===== config.mk =====
export PLATFORM = sky130hd
export DESIGN_NAME = led_pattern_gen
export DESIGN_NICKNAME = d
export VERILOG_FILES = /design/src/rtl/led_pattern_gen.sv
export SDC_FILE = /design/constraint.sdc
export NUM_CORES = 1
export LEC_CHECK = 0
export CORE_ASPECT_RATIO = 0.75
export CORE_MARGIN = 2
export CORE_UTILIZATION = 64
export DETAILED_ROUTE_END_ITERATION = 16
export PLACE_DENSITY = 0.95
export SLEW_MARGIN = 10
export SYNTH_ARGS = -nofsm -noshare
export SYNTH_HDL_FRONTEND = slang
export SYNTH_SLANG_ARGS = --single-unit

===== constraint.sdc =====
create_clock -name clk -period 7.2 [get_ports clk]
set_input_delay 1.44 -clock clk [delete_from_list [all_inputs] [get_ports clk]]
set_output_delay 1.44 -clock clk [all_outputs]
set_load 0.02 [all_outputs]

===== src/rtl/led_pattern_gen.sv =====
// LED animation engine: water, running dot, bounce and binary count
// patterns with run-time step rate, pause and polarity control.
module led_pattern_gen #(
  parameter int N_LED          = 8,
  parameter int BASE_DIV       = 25_000_000,
  parameter bit LED_ACTIVE_LOW = 1'b0
) (
  input  logic             clk,
  input  logic             rst,
  input  logic [1:0]       mode,
  input  logic [1:0]       speed,
  input  logic             pause,
  output logic [N_LED-1:0] led,
  output logic             step,
  output logic             wrap
);

  localparam int CW = $clog2(BASE_DIV);

  localparam logic [1:0] M_WATER  = 2'd0;
  localparam logic [1:0] M_RUN    = 2'd1;
  localparam logic [1:0] M_BOUNCE = 2'd2;
  localparam logic [1:0] M_COUNT  = 2'd3;

  localparam logic [N_LED-1:0] ONES = {N_LED{1'b1}};
  localparam logic [N_LED-1:0] ZERO = {N_LED{1'b0}};
  localparam logic [N_LED-1:0] ONE  = {{(N_LED-1){1'b0}}, 1'b1};

  logic [N_LED-1:0] pat_q, pat_d;
  logic [1:0]       mode_q, mode_d;
  logic             dir_q, dir_d;
  logic [CW-1:0]    cnt_q, cnt_d;
  logic             step_q, step_d;
  logic             wrap_q, wrap_d;

  logic [31:0]      period;
  logic             tick;
  logic [CW-1:0]    cnt_nx;
  logic [N_LED-1:0] adv_pat;
  logic             adv_dir;
  logic             adv_wrap;

  function automatic logic [N_LED-1:0] init_pat(
    input logic [1:0] m
  );
    logic [N_LED-1:0] r;
    r = ONES;
    unique case (m)
      M_WATER:  r = ONES;
      M_RUN:    r = ONE;
      M_BOUNCE: r = ONE;
      M_COUNT:  r = ZERO;
      default:  r = ONES;
    endcase
    return r;
  endfunction

  // >= rather than == so a speed-up mid-count fires at once.
  always_comb begin
    period = 32'(BASE_DIV) >> speed;
    tick   = !pause && (32'(cnt_q) >= period - 32'd1);
    if (pause)
      cnt_nx = cnt_q;
    else if (tick)
      cnt_nx = '0;
    else
      cnt_nx = cnt_q + CW'(1);
  end

  always_comb begin
    adv_pat = pat_q;
    adv_dir = dir_q;
    unique case (mode_q)
      M_WATER: begin
        adv_pat = (pat_q == ZERO) ? ONES : (pat_q << 1);
      end
      M_RUN: begin
        adv_pat = {pat_q[N_LED-2:0], pat_q[N_LED-1]};
      end
      M_BOUNCE: begin
        if (!dir_q) begin
          adv_pat = pat_q << 1;
          adv_dir = adv_pat[N_LED-1];
        end else begin
          adv_pat = pat_q >> 1;
          adv_dir = (adv_pat != ONE);
        end
      end
      M_COUNT: begin
        adv_pat = pat_q + ONE;
      end
      default: begin
        adv_pat = pat_q;
      end
    endcase
    adv_wrap = (adv_pat == init_pat(mode_q))
             && !((mode_q == M_BOUNCE) && adv_dir);
  end

  // A mode change reloads the pattern and swallows any tick.
  always_comb begin
    mode_d = mode_q;
    pat_d  = pat_q;
    dir_d  = dir_q;
    cnt_d  = cnt_q;
    step_d = 1'b0;
    wrap_d = 1'b0;
    if (mode != mode_q) begin
      mode_d = mode;
      pat_d  = init_pat(mode);
      dir_d  = 1'b0;
      cnt_d  = '0;
    end else begin
      cnt_d = cnt_nx;
      if (tick) begin
        pat_d  = adv_pat;
        dir_d  = adv_dir;
        step_d = 1'b1;
        wrap_d = adv_wrap;
      end
    end
  end

  always_ff @(posedge clk) begin
    if (rst) begin
      mode_q <= M_WATER;
      pat_q  <= ONES;
      dir_q  <= 1'b0;
      cnt_q  <= '0;
      step_q <= 1'b0;
      wrap_q <= 1'b0;
    end else begin
      mode_q <= mode_d;
      pat_q  <= pat_d;
      dir_q  <= dir_d;
      cnt_q  <= cnt_d;
      step_q <= step_d;
      wrap_q <= wrap_d;
    end
  end

  assign led  = pat_q ^ {N_LED{LED_ACTIVE_LOW}};
  assign step = step_q;
  assign wrap = wrap_q;

endmodule


Word level (Yosys, flattened, before mapping). Index checks and enable logic that the tools add are counted.

Logic and storage cells: 45. Register bits: 38. Bits of input ports: 7. Output and inout port bits: 10.

Bitwise gates (word level): 1. Muxes and demuxes: 11. Add/sub/neg operators: 3. Shift operators: 1. $lt $le $gt $ge: 1. Reductions and logical operators: 13. Equal/unequal tests: 9.

Operator list (count): $pmux W8 S3 (2); $ge A25 B32 Y1 (1); $mux W8 (4); $pmux W8 S4 (1); $shr A25 B2 Y32 const A (1); $sub A32 B1 Y32 const B (1); $add A25 B1 Y25 const B (1); $mux W25 (1); $add A8 B1 Y8 const B (1); $eq A2 B2 Y1 const B (4); $eq A8 B8 Y1 (1); $logic_not A8 Y1 (1); $ne A7 B1 Y1 const B (1); $reduce_or A2 Y1 (3); $eq A2 B1 Y1 const B (2); $logic_not A2 Y1 (2); $logic_and A1 B1 Y1 (3); $mux W1 (3); $reduce_or A3 Y1 (1); $logic_not A1 Y1 (2); $ne A2 B2 Y1 (1); $reduce_bool A2 Y1 (1); $not A1 Y1 (1).

Logic depth before layout (Yosys ltp). Gate-level depths: netlist of run 1.

Depth after elaboration: 6. Gate-level depth with buffers: 11. Depth with buffers taken out: 10.

Least setup slack after synthesis of run 1. OpenSTA, ideal clock, no wires.

Path type: input to register. Start: input speed[0]. End: register dir_q. Data required time: 7.141 ns. Slack: 3.477 ns. Path buffers: 0. Cell stages on the path: 10. Arrival: 3.664 ns. Library setup time: 0.059 ns. Cell sequence: inv_1 > nor2_1 > inv_1 > ha_1 > nand3_2 > or4_4 > or4_4 > o21a_4 > a2111oi_4 > a31o_1.

Word-level cells in the longest chain between the ends: 4.

Ends and longest elaborated chain: from (decl) (RTL line 11) `input logic [1:0] speed,`; $shr A25 B2 Y32 (RTL line 60) `period = 32'(BASE_DIV) >> speed;`; $sub A32 B1 Y32 (RTL line 61) `tick = !pause && (32'(cnt_q) >= period - 32'd1);`; $ge A25 B32 Y1 (RTL line 61); $logic_and A1 B1 Y1 (RTL line 61); to (signal assigned) (RTL line 135) `dir_q <= dir_d;`; to (decl) (RTL line 31) `logic dir_q, dir_d;`.

Every way passes these cells. A chain may end at the register's enable or synchronous reset.

Worst setup path after layout of run 1.
Start: input speed[0]. End: register pat_q[4] (netlist: led[4]).

Word-level cells in the longest chain between the ends: 5.

Ends and longest elaborated chain: $shr A25 B2 Y32 (RTL line 60); $sub A32 B1 Y32 (RTL line 61); $ge A25 B32 Y1 (RTL line 61); $logic_and A1 B1 Y1 (RTL line 61); $reduce_bool A2 Y1 (no source line); to (signal assigned) (RTL line 134) `pat_q <= pat_d;`; to (decl) (RTL line 29) `logic [N_LED-1:0] pat_q, pat_d;`.

Every way passes these cells.

==> results of run 1 <==
## registers in the layout (all words and copies together), names as in the netlist
register	cells
cnt_q	25
led	8
mode_q	2
dir_q	1
step	1
wrap	1
## synthesized netlist by cell type (all sizes together) (3+ instances only)
master,n,area share
o22ai,6,0.013
a21oi,13,0.023
clkbuf,13,0.018
a221oi,4,0.013
nand3,14,0.029
or4,4,0.013
ha,23,0.10
inv,14,0.019
nor2,61,0.082
nor3,9,0.018
xnor2,9,0.028
nor2b,5,0.011
o21a,5,0.016
nand2,28,0.038
dfxtp,38,0.27
nand4,12,0.027
and3,3,0.0067
o221a,4,0.016
mux2i,11,0.040
xor2,20,0.063
and4,3,0.0094
o21ai,11,0.021
a31o,3,0.0094
a2111oi,3,0.018
## final timing paths
check        startpoint  endpoint  slack, ns
max            speed[0]    led[4]       2.77
min            cnt_q[1]  cnt_q[1]       0.55
max reg2reg    cnt_q[3]    led[4]       4.42
min reg2reg    cnt_q[1]  cnt_q[1]       0.55
## power groups by stage
stage                     Clock [mW]  Sequential [mW]  Combinational [mW]
after floorplan                    0            0.236              0.0793
after global placement             0            0.245               0.103
after detailed placement           0            0.245               0.105
after CTS                      0.153            0.241               0.106
after global routing           0.163            0.243               0.118
final                          0.153            0.242               0.108
## metal layers
layer / global-route usage / vias to the layer above
met4: 0.102 / 0
li1: - / 1270
met5: 0 / -
met1: 0.459 / 1230
met2: 0.448 / 148
met3: 0.0674 / 18
## critical path, cell delays in order
cell	delay, ns
clkdlybuf4s50_1	0.57
inv_1	0.11
nor2_1	0.17
inv_1	0.06
ha_1	0.29
nand3_2	0.09
or4_4	0.51
or4_4	0.56
o21a_4	0.15
nand3_2	0.42
o221a_1	0.27
## stage by stage
step	instance area [µm²]	total power [mW]	setup slack [ns]
6_report	3040	0.503	2.77
5_1_grt	3040	0.524	2.56
4_1_cts	3040	0.499	2.76
3_5_place_dp	2950	0.350	2.47
3_3_place_gp	2950	0.348	2.52
2_1_floorplan	2790	0.315	3.48
## logic make-up after synthesis
logic type / after synthesis / share of synthesized area
simple gates: 152 / 0.268
fa+ha+maj: 23 / 0.103
xor+xnor: 29 / 0.0913
buf+inv: 29 / 0.0418
flops: 38 / 0.274
compound gates: 66 / 0.179
mux: 11 / 0.0396
other cells: 2 / 0.00270
## layout make-up
cell class | count | area share
Clock inverter | 1 | 0.00165
Tap cell | 55 | 0.0226
Inverter | 14 | 0.0173
Clock buffer | 7 | 0.0284
Multi-Input combinational cell | 284 | 0.627
Sequential cell | 38 | 0.250
Timing Repair Buffer | 16 | 0.0527
==> flow_summary.ini, run 1 <==
[yosys]
synth_edf_count = 0
netlist_area_um2 = 2780
postSynth.asyncResetShare = 0
synthFlopType = dfxtp_1
ys_warn_count = 0
ys_seq_area_frac = 0.274
synth-seq-cells = 38
syn-instance-count = 350
syn_avg_cell_area_um2 = 7.95
synth_cell_types = 56

[global_routing]
grtUsageTotal = 0.309
grt_start_max_net_pins = 29
overflow = 0
grt_pass1_vias = 2322
antenna_found_initial = 0
grt_pass1_wl_um = 11500

[floorplan]
core_um2 = 4100
rows = 20
die-area_um2 = 4890
die_x_um = 80.1
initial_utilization = 0.678
io_pins = 17
die-height_um = 61.1

[clocking]
clkTransAtPathRegs_ns = 0.08
cts-root-buf = clkbuf_8
cts_tree = built
cts_buffers = 5
cts_sinks = 38
post_cts_buffers = 0
htree_levels = 2
cts_resized = 0
clk_latency_ns = 0.29
clockBufferDepth = 2
ctsHoldBuffers = 0

[cells_and_area]
antenna_cells = 0
regArea_um2 = 761
drive_gt1_frac = 0.0583
final_common_cell = nor2_1
layout_common_cells = nor2_1 (61), dfxtp_1 (38), nand2_1 (28)
final_core_util = 0.741
syn2layout_area_growth_pct = 9.36
finalNetCount = 389
multi_input_area_um2 = 1910
instances_no_fill = 415
nFillCells = 305

[power]
switching_power_uw = 162
power.density_nw_per_um2 = 165
power_frac_clock = 0.305
p_comb_frac = 0.214
seqPwrFrac = 0.481
ir_drop_mv = 0.143
switching_share = 0.321
p_int_uw = 342
leakagePower_nw = 1.18

[timing]
slew_headroom = 0.481
final.setup.tns_ns = 0
clock-skew-final_ns = 0.00524
worstMarginPinSlew_ns = 0.777
post-route-period-util = 0.615
period_needed_ns = 4.43
setup_violations = 0
hold_ws_ns = 0.555
drv_slew = 0
timing.fmax_mhz = 226
rsz0062_at_grt = no
finalHoldViolCount = 0

[route]
vias = 2666
ant_nets = 0
wl_met1_um = 3260
wl_met2_um = 2910
wirelength_um = 6990
first_pass_iters = 6
viasPerCell = 6.42
drt-initial-drc-count = 381
drc = 0
wl_per_cell_um = 16.8
dr.max_layer_used = met4
route.met3.wl_um = 676

[hold_path]
min_path_type = reg -> reg
holdPathStages = 2

[run]
drv_cap = 0

[placement]
port_buffers = 16
placed_cells = 407
gp_congestion = 0.983
hpwl_um = 5120

[setup_path]
cp-start-kind = primary input
worstSetupPathType = in -> reg
crit_path_end_kind = flop
cp_max_fo = 28
cp.required_ns = 7.43
crit_arrival_ns = 4.66
reg2reg_depth = 7

[status]
status = completed
No activity file was read; power rests on OpenSTA's default activity.
==> run 2, diff against run 1 <==
--- a/config.mk
+++ b/config.mk
@@ -7,9 +7,9 @@
 export LEC_CHECK = 0
 export CORE_ASPECT_RATIO = 0.75
 export CORE_MARGIN = 2
-export CORE_UTILIZATION = 64
+export CORE_UTILIZATION = 60
 export DETAILED_ROUTE_END_ITERATION = 16
-export PLACE_DENSITY = 0.95
+export PLACE_DENSITY = 0.92
 export SLEW_MARGIN = 10
 export SYNTH_ARGS = -nofsm -noshare
 export SYNTH_HDL_FRONTEND = slang
==> constraint.sdc (replaced) <==
create_clock -name clk -period 4.32 [get_ports clk]
set_input_delay 0.864 -clock clk [delete_from_list [all_inputs] [get_ports clk]]
set_output_delay 0.864 -clock clk [all_outputs]
set_load 0.02 [all_outputs]
==> flow_summary.ini, run 2 (synthesized netlist as in run 1, its figures left out) <==
[setup_path]
slowest_delay_ns = 0.57
crit_path_end_kind = flop
worstSetupPathType = in -> reg
cp-start-kind = primary input
crit_arrival_ns = 3.94
cp.required_ns = 4.52
cp_top_family = simple AND/OR/NAND/NOR gates
slowest_stage = clkdlybuf4s50_1
cp_max_fo = 15
worstPathBufferInverterCount = 4
crit_chain = clkdlybuf4s50_1 > inv_1 > nor2_1 > inv_1 > ha_1 > nand3_2 > or4_4 > or4_4 > o21a_4 > nand3_2 > buf_12 > nor2_1

[route]
drc = 0
vias = 2785
viasPerCell = 6.66
drt-initial-drc-count = 368
wirelength_um = 7210
wl_per_cell_um = 17.2
ant_nets = 0
first_pass_iters = 6

[timing]
rsz0062_at_grt = no
clock-skew-final_ns = 0.00663
setup_ws_ns = 0.580
period_needed_ns = 3.74
drv_slew = 0
timing.fmax_mhz = 267
post-route-period-util = 0.866
final.setup.tns_ns = 0
worstMarginPinSlew_ns = 0.818
slew_headroom = 0.454
finalHoldViolCount = 0
setup_violations = 0

[cells_and_area]
nFillCells = 372
final_common_cell = nor2_1
syn2layout_area_growth_pct = 11.8
finalNetCount = 390
largest_reg_flops = 25
final_core_util = 0.696
top_register = cnt_q
multi_input_area_um2 = 1910
drive_gt1_frac = 0.0637
regArea_um2 = 761
layout_common_cells = nor2_1 (61), dfxtp_1 (38), nand2_1 (28)
instances_no_fill = 418
antenna_cells = 0
fin_area_um2 = 3110

[placement]
placed_cells = 410
place_ws_ns = 0.300
port_buffers = 16
hpwl_um = 5020
gp_congestion = 0.968
post_dp_cell_area_um2 = 2970

[clocking]
cts_tree = built
cts-root-buf = clkbuf_8
ctsHoldBuffers = 0
cts_sinks = 38
post_cts_buffers = 0
clk_latency_ns = 0.31
cts_resized = 0
clockBufferDepth = 2
cts_buffers = 5
clkTransAtPathRegs_ns = 0.07
htree_levels = 2

[global_routing]
antenna_found_initial = 0
grt_pass1_vias = 2423
grtUsageTotal = 0.294
grt_start_max_net_pins = 24
grt_pass1_wl_um = 11800
overflow = 0

[floorplan]
core_um2 = 4470
io_pins = 17
initial_utilization = 0.623
rows = 21
die-height_um = 63.0
die_x_um = 82.6
die-area_um2 = 5200

[power]
ir_drop_mv = 0.222
leakagePower_nw = 1.21
power.density_nw_per_um2 = 307

[hold_path]
min_path_type = reg -> reg

[status]
status = completed

[run]
drv_cap = 0
## run 2: path summary, 6_finish.rpt
check        cells past startpoint         to       from  slack, ns
max reg2reg                      8  cnt_q[22]  cnt_q[22]       1.66
max                             12  cnt_q[22]   speed[0]       0.58
min reg2reg                      2   cnt_q[1]   cnt_q[1]       0.54
min                              2   cnt_q[1]   cnt_q[1]       0.54
## run 2: final cells by class
class / instances / area share
Tap cell: 57 / 0.0229
Sequential cell: 38 / 0.245
Inverter: 14 / 0.0169
Timing Repair Buffer: 17 / 0.0579
Multi-Input combinational cell: 284 / 0.613
Clock inverter: 3 / 0.0221
Clock buffer: 5 / 0.0221
## run 2: where the power goes
part / internal, mW / total, mW / switching (mW)
Clock: 0.231 / 0.366 / 0.135
Combinational: 0.0811 / 0.184 / 0.103
Sequential: 0.361 / 0.404 / 0.0422
## run 2: metrics by stage
| stage | hold slack (ns) | power (mW) |
|---|---|---|
| 4_1_cts | 0.543 | 0.949 |
| 2_1_floorplan | 0.485 | 0.525 |
| 6_report | 0.540 | 0.954 |
| 3_5_place_dp | 0.526 | 0.586 |
| 5_1_grt | 0.602 | 0.989 |
| 3_3_place_gp | 0.505 | 0.582 |
## run 2: tightest hold or removal path: cells and delay by family, from the launching register on
family	cells	cell delay [ns]
AND/OR/NAND/NOR	1	0.07
flip-flops	1	0.36
multiplexers	1	0.08
## run 2: routing by layer
metal | up-vias | global-route usage | wire, µm
met5 | - | 0 | 0
met2 | 198 | 0.428 | 3130
met3 | 35 | 0.0607 | 683
met4 | 0 | 0.107 | 267
li1 | 1278 | - | -
met1 | 1274 | 0.424 | 3120
==> run 3, diff against run 2 <==
--- a/config.mk
+++ b/config.mk
@@ -5,11 +5,13 @@
 export SDC_FILE = /design/constraint.sdc
 export NUM_CORES = 1
 export LEC_CHECK = 0
+export ABC_AREA = 1
 export CORE_ASPECT_RATIO = 0.75
 export CORE_MARGIN = 2
-export CORE_UTILIZATION = 60
+export CORE_UTILIZATION = 62
+export CTS_BUF_LIST = sky130_fd_sc_hd__clkbuf_4
 export DETAILED_ROUTE_END_ITERATION = 16
-export PLACE_DENSITY = 0.92
+export PLACE_DENSITY = 0.94
 export SLEW_MARGIN = 10
 export SYNTH_ARGS = -nofsm -noshare
 export SYNTH_HDL_FRONTEND = slang
==> flow_summary.ini, run 3 <==
[placement]
gp_congestion = 0.966
placed_cells = 539
post_dp_cell_area_um2 = 3220
port_buffers = 16
hpwl_um = 6270

[global_routing]
antenna_found_initial = 0
overflow = 0
grt_pass1_wl_um = 13700
grt_start_max_net_pins = 16
grtUsageTotal = 0.312
grt_pass1_vias = 2872

[clocking]
cts_resized = 0
cts_buffers = 5
clkTransAtPathRegs_ns = 0.12
htree_levels = 2
cts-root-buf = clkbuf_4
post_cts_buffers = 0
ctsHoldBuffers = 0
cts_sinks = 38
cts_tree = built
clk_latency_ns = 0.37
clockBufferDepth = 2

[run]
drv_cap = 0

[timing]
hold_ws_ns = 0.522
worstMarginPinSlew_ns = 0.518
timing.fmax_mhz = 306
setup_violations = 0
rsz0062_at_grt = no
post-route-period-util = 0.756
slew_headroom = 0.651
finalHoldViolCount = 0
clock-skew-final_ns = 0.0126
drv_slew = 0
final.setup.tns_ns = 0
period_needed_ns = 3.26

[route]
first_pass_iters = 6
wirelength_um = 8060
ant_nets = 0
vias = 3189
viasPerCell = 5.83
drc = 0
drt-initial-drc-count = 403
wl_per_cell_um = 14.7

[power]
p_int_uw = 606
power.density_nw_per_um2 = 265
seqPwrFrac = 0.438
leakagePower_nw = 1.57
power_frac_clock = 0.350
switching_share = 0.309
ir_drop_mv = 0.292
p_comb_frac = 0.212
switching_power_uw = 272

[setup_path]
cp_top_family = simple AND/OR/NAND/NOR gates
cp-start-kind = primary input
reg2reg_depth = 12
slowest_delay_ns = 0.58
worstPathBufferInverterCount = 3
cp_max_fo = 11
r2r-start = cnt_q[15]
crit_path_end_kind = flop
critPathMostFrequentCell = nand2_2
slowest_stage = clkdlybuf4s50_1
r2r-end = dir_q
crit_arrival_ns = 3.51
crit_chain = clkdlybuf4s50_1 > inv_1 > nor2_1 > inv_1 > ha_1 > a21o_1 > nor2_1 > nand2_1 > a21oi_1 > nand2_2 > nand2_2 > nand2_2 > nand2_1 > nand3_1
cp.required_ns = 4.56
r2r_slack_ns = 2.03
worstSetupPathType = in -> reg

[yosys]
netlist_area_um2 = 3030
syn_avg_cell_area_um2 = 6.40
ys_warn_count = 0
synth_most_common_cell = nand2_1
synth.top_cell.area_share = 0.251
ys_seq_area_frac = 0.251
postSynth.asyncResetShare = 0
yosysTopAreaCell = dfxtp_1
synthTopCellsByCount = nand2_1 (106), nand3_1 (62), inv_1 (57), nor2_1 (51), dfxtp_1 (38)
synthFlopType = dfxtp_1
synth_cell_types = 43
synth_edf_count = 0
synth-seq-cells = 38
syn-instance-count = 473
synth_area_leaders = dfxtp_1 (25%), nand2_1 (13%), nand3_1 (10%)

[cells_and_area]
syn2layout_area_growth_pct = 9.55
largest_reg_flops = 25
drive_gt1_frac = 0.0857
antenna_cells = 0
instances_no_fill = 547
nFillCells = 393
regArea_um2 = 761
top_register = cnt_q
final_common_cell = nand2_1
finalNetCount = 519
layout_common_cells = nand2_1 (106), nand3_1 (62), inv_1 (57)
fin_area_um2 = 3320
multi_input_area_um2 = 1960

[hold_path]
hp-start = cnt_q[16]
holdPathStages = 2
hold_end = cnt_q[16]
min_path_type = reg -> reg

[floorplan]
initial_utilization = 0.662
die-area_um2 = 5460
rows = 21
die_x_um = 84.7
io_pins = 17
die-height_um = 64.5
core_um2 = 4570

[status]
status = completed
==> run 3: how the worst max path moves through the flow <==
| stage | from | to | slack (ns) | cells after the start |
|---|---|---|---|---|
| floorplan | speed[0] | led[1] | 1.95 | 13 |
| global placement | speed[0] | led[5] | 0.84 | 14 |
| detailed placement | speed[0] | led[2] | 0.74 | 14 |
| CTS | speed[0] | led[2] | 1.12 | 14 |
| global route | speed[0] | led[2] | 0.91 | 14 |
| finish | speed[0] | led[3] | 1.06 | 14 |
==> run 3: power groups by stage <==
stage	registers [mW]	clock network, mW	logic (mW)
floorplan	0.394	0	0.117
finish	0.385	0.307	0.186
global route	0.387	0.324	0.204
global placement	0.391	0	0.173
CTS	0.383	0.308	0.181
detailed placement	0.391	0	0.179
==> run 3: logic make-up after synthesis <==
logic type,count (synthesis),synth area share
adders and majority gates,23,0.0950
and+or+nand+nor,274,0.420
DFF,38,0.251
buffers and inverters,76,0.102
muxes,1,0.00331
xor gates and xnor gates,14,0.0405
other,2,0.00248
AOI/OAI and AO/OA,45,0.0847
==> run 3: area by class of cell <==
class / count / area share
repair buffers: 18 / 0.0528
clock buffers: 5 / 0.0113
flip-flops and latches: 38 / 0.229
inverters: 66 / 0.0747
multi-input cells: 360 / 0.591
clock inverters: 3 / 0.0192
well taps: 57 / 0.0215
==> run 3: layer usage <==
layer / vias to the layer above / wire length, µm / global-route usage
met2: 198 / 3230 / 0.453
met5: - / 0 / 0
met3: 19 / 988 / 0.0675
li1: 1568 / - / -
met1: 1404 / 3720 / 0.464
met4: 0 / 127 / 0.0873
==> run 3: per-stage QoR <==
stage,worst slack [ns],utilization,total power [mW]
after floorplan,1.95,-,0.511
after global placement,0.840,0.703,0.564
after detailed placement,0.742,0.703,0.570
after CTS,1.12,0.726,0.872
after global routing,0.912,0.726,0.915
final,1.06,0.726,0.878
==> run 3: tightest hold or removal path: cells and delay by family (launching register included) <==
kind / cells / cell delay (ns)
AO/OA/AOI/OAI: 1 / 0.05
flip-flops: 1 / 0.37
buffers and inverters: 1 / 0.08
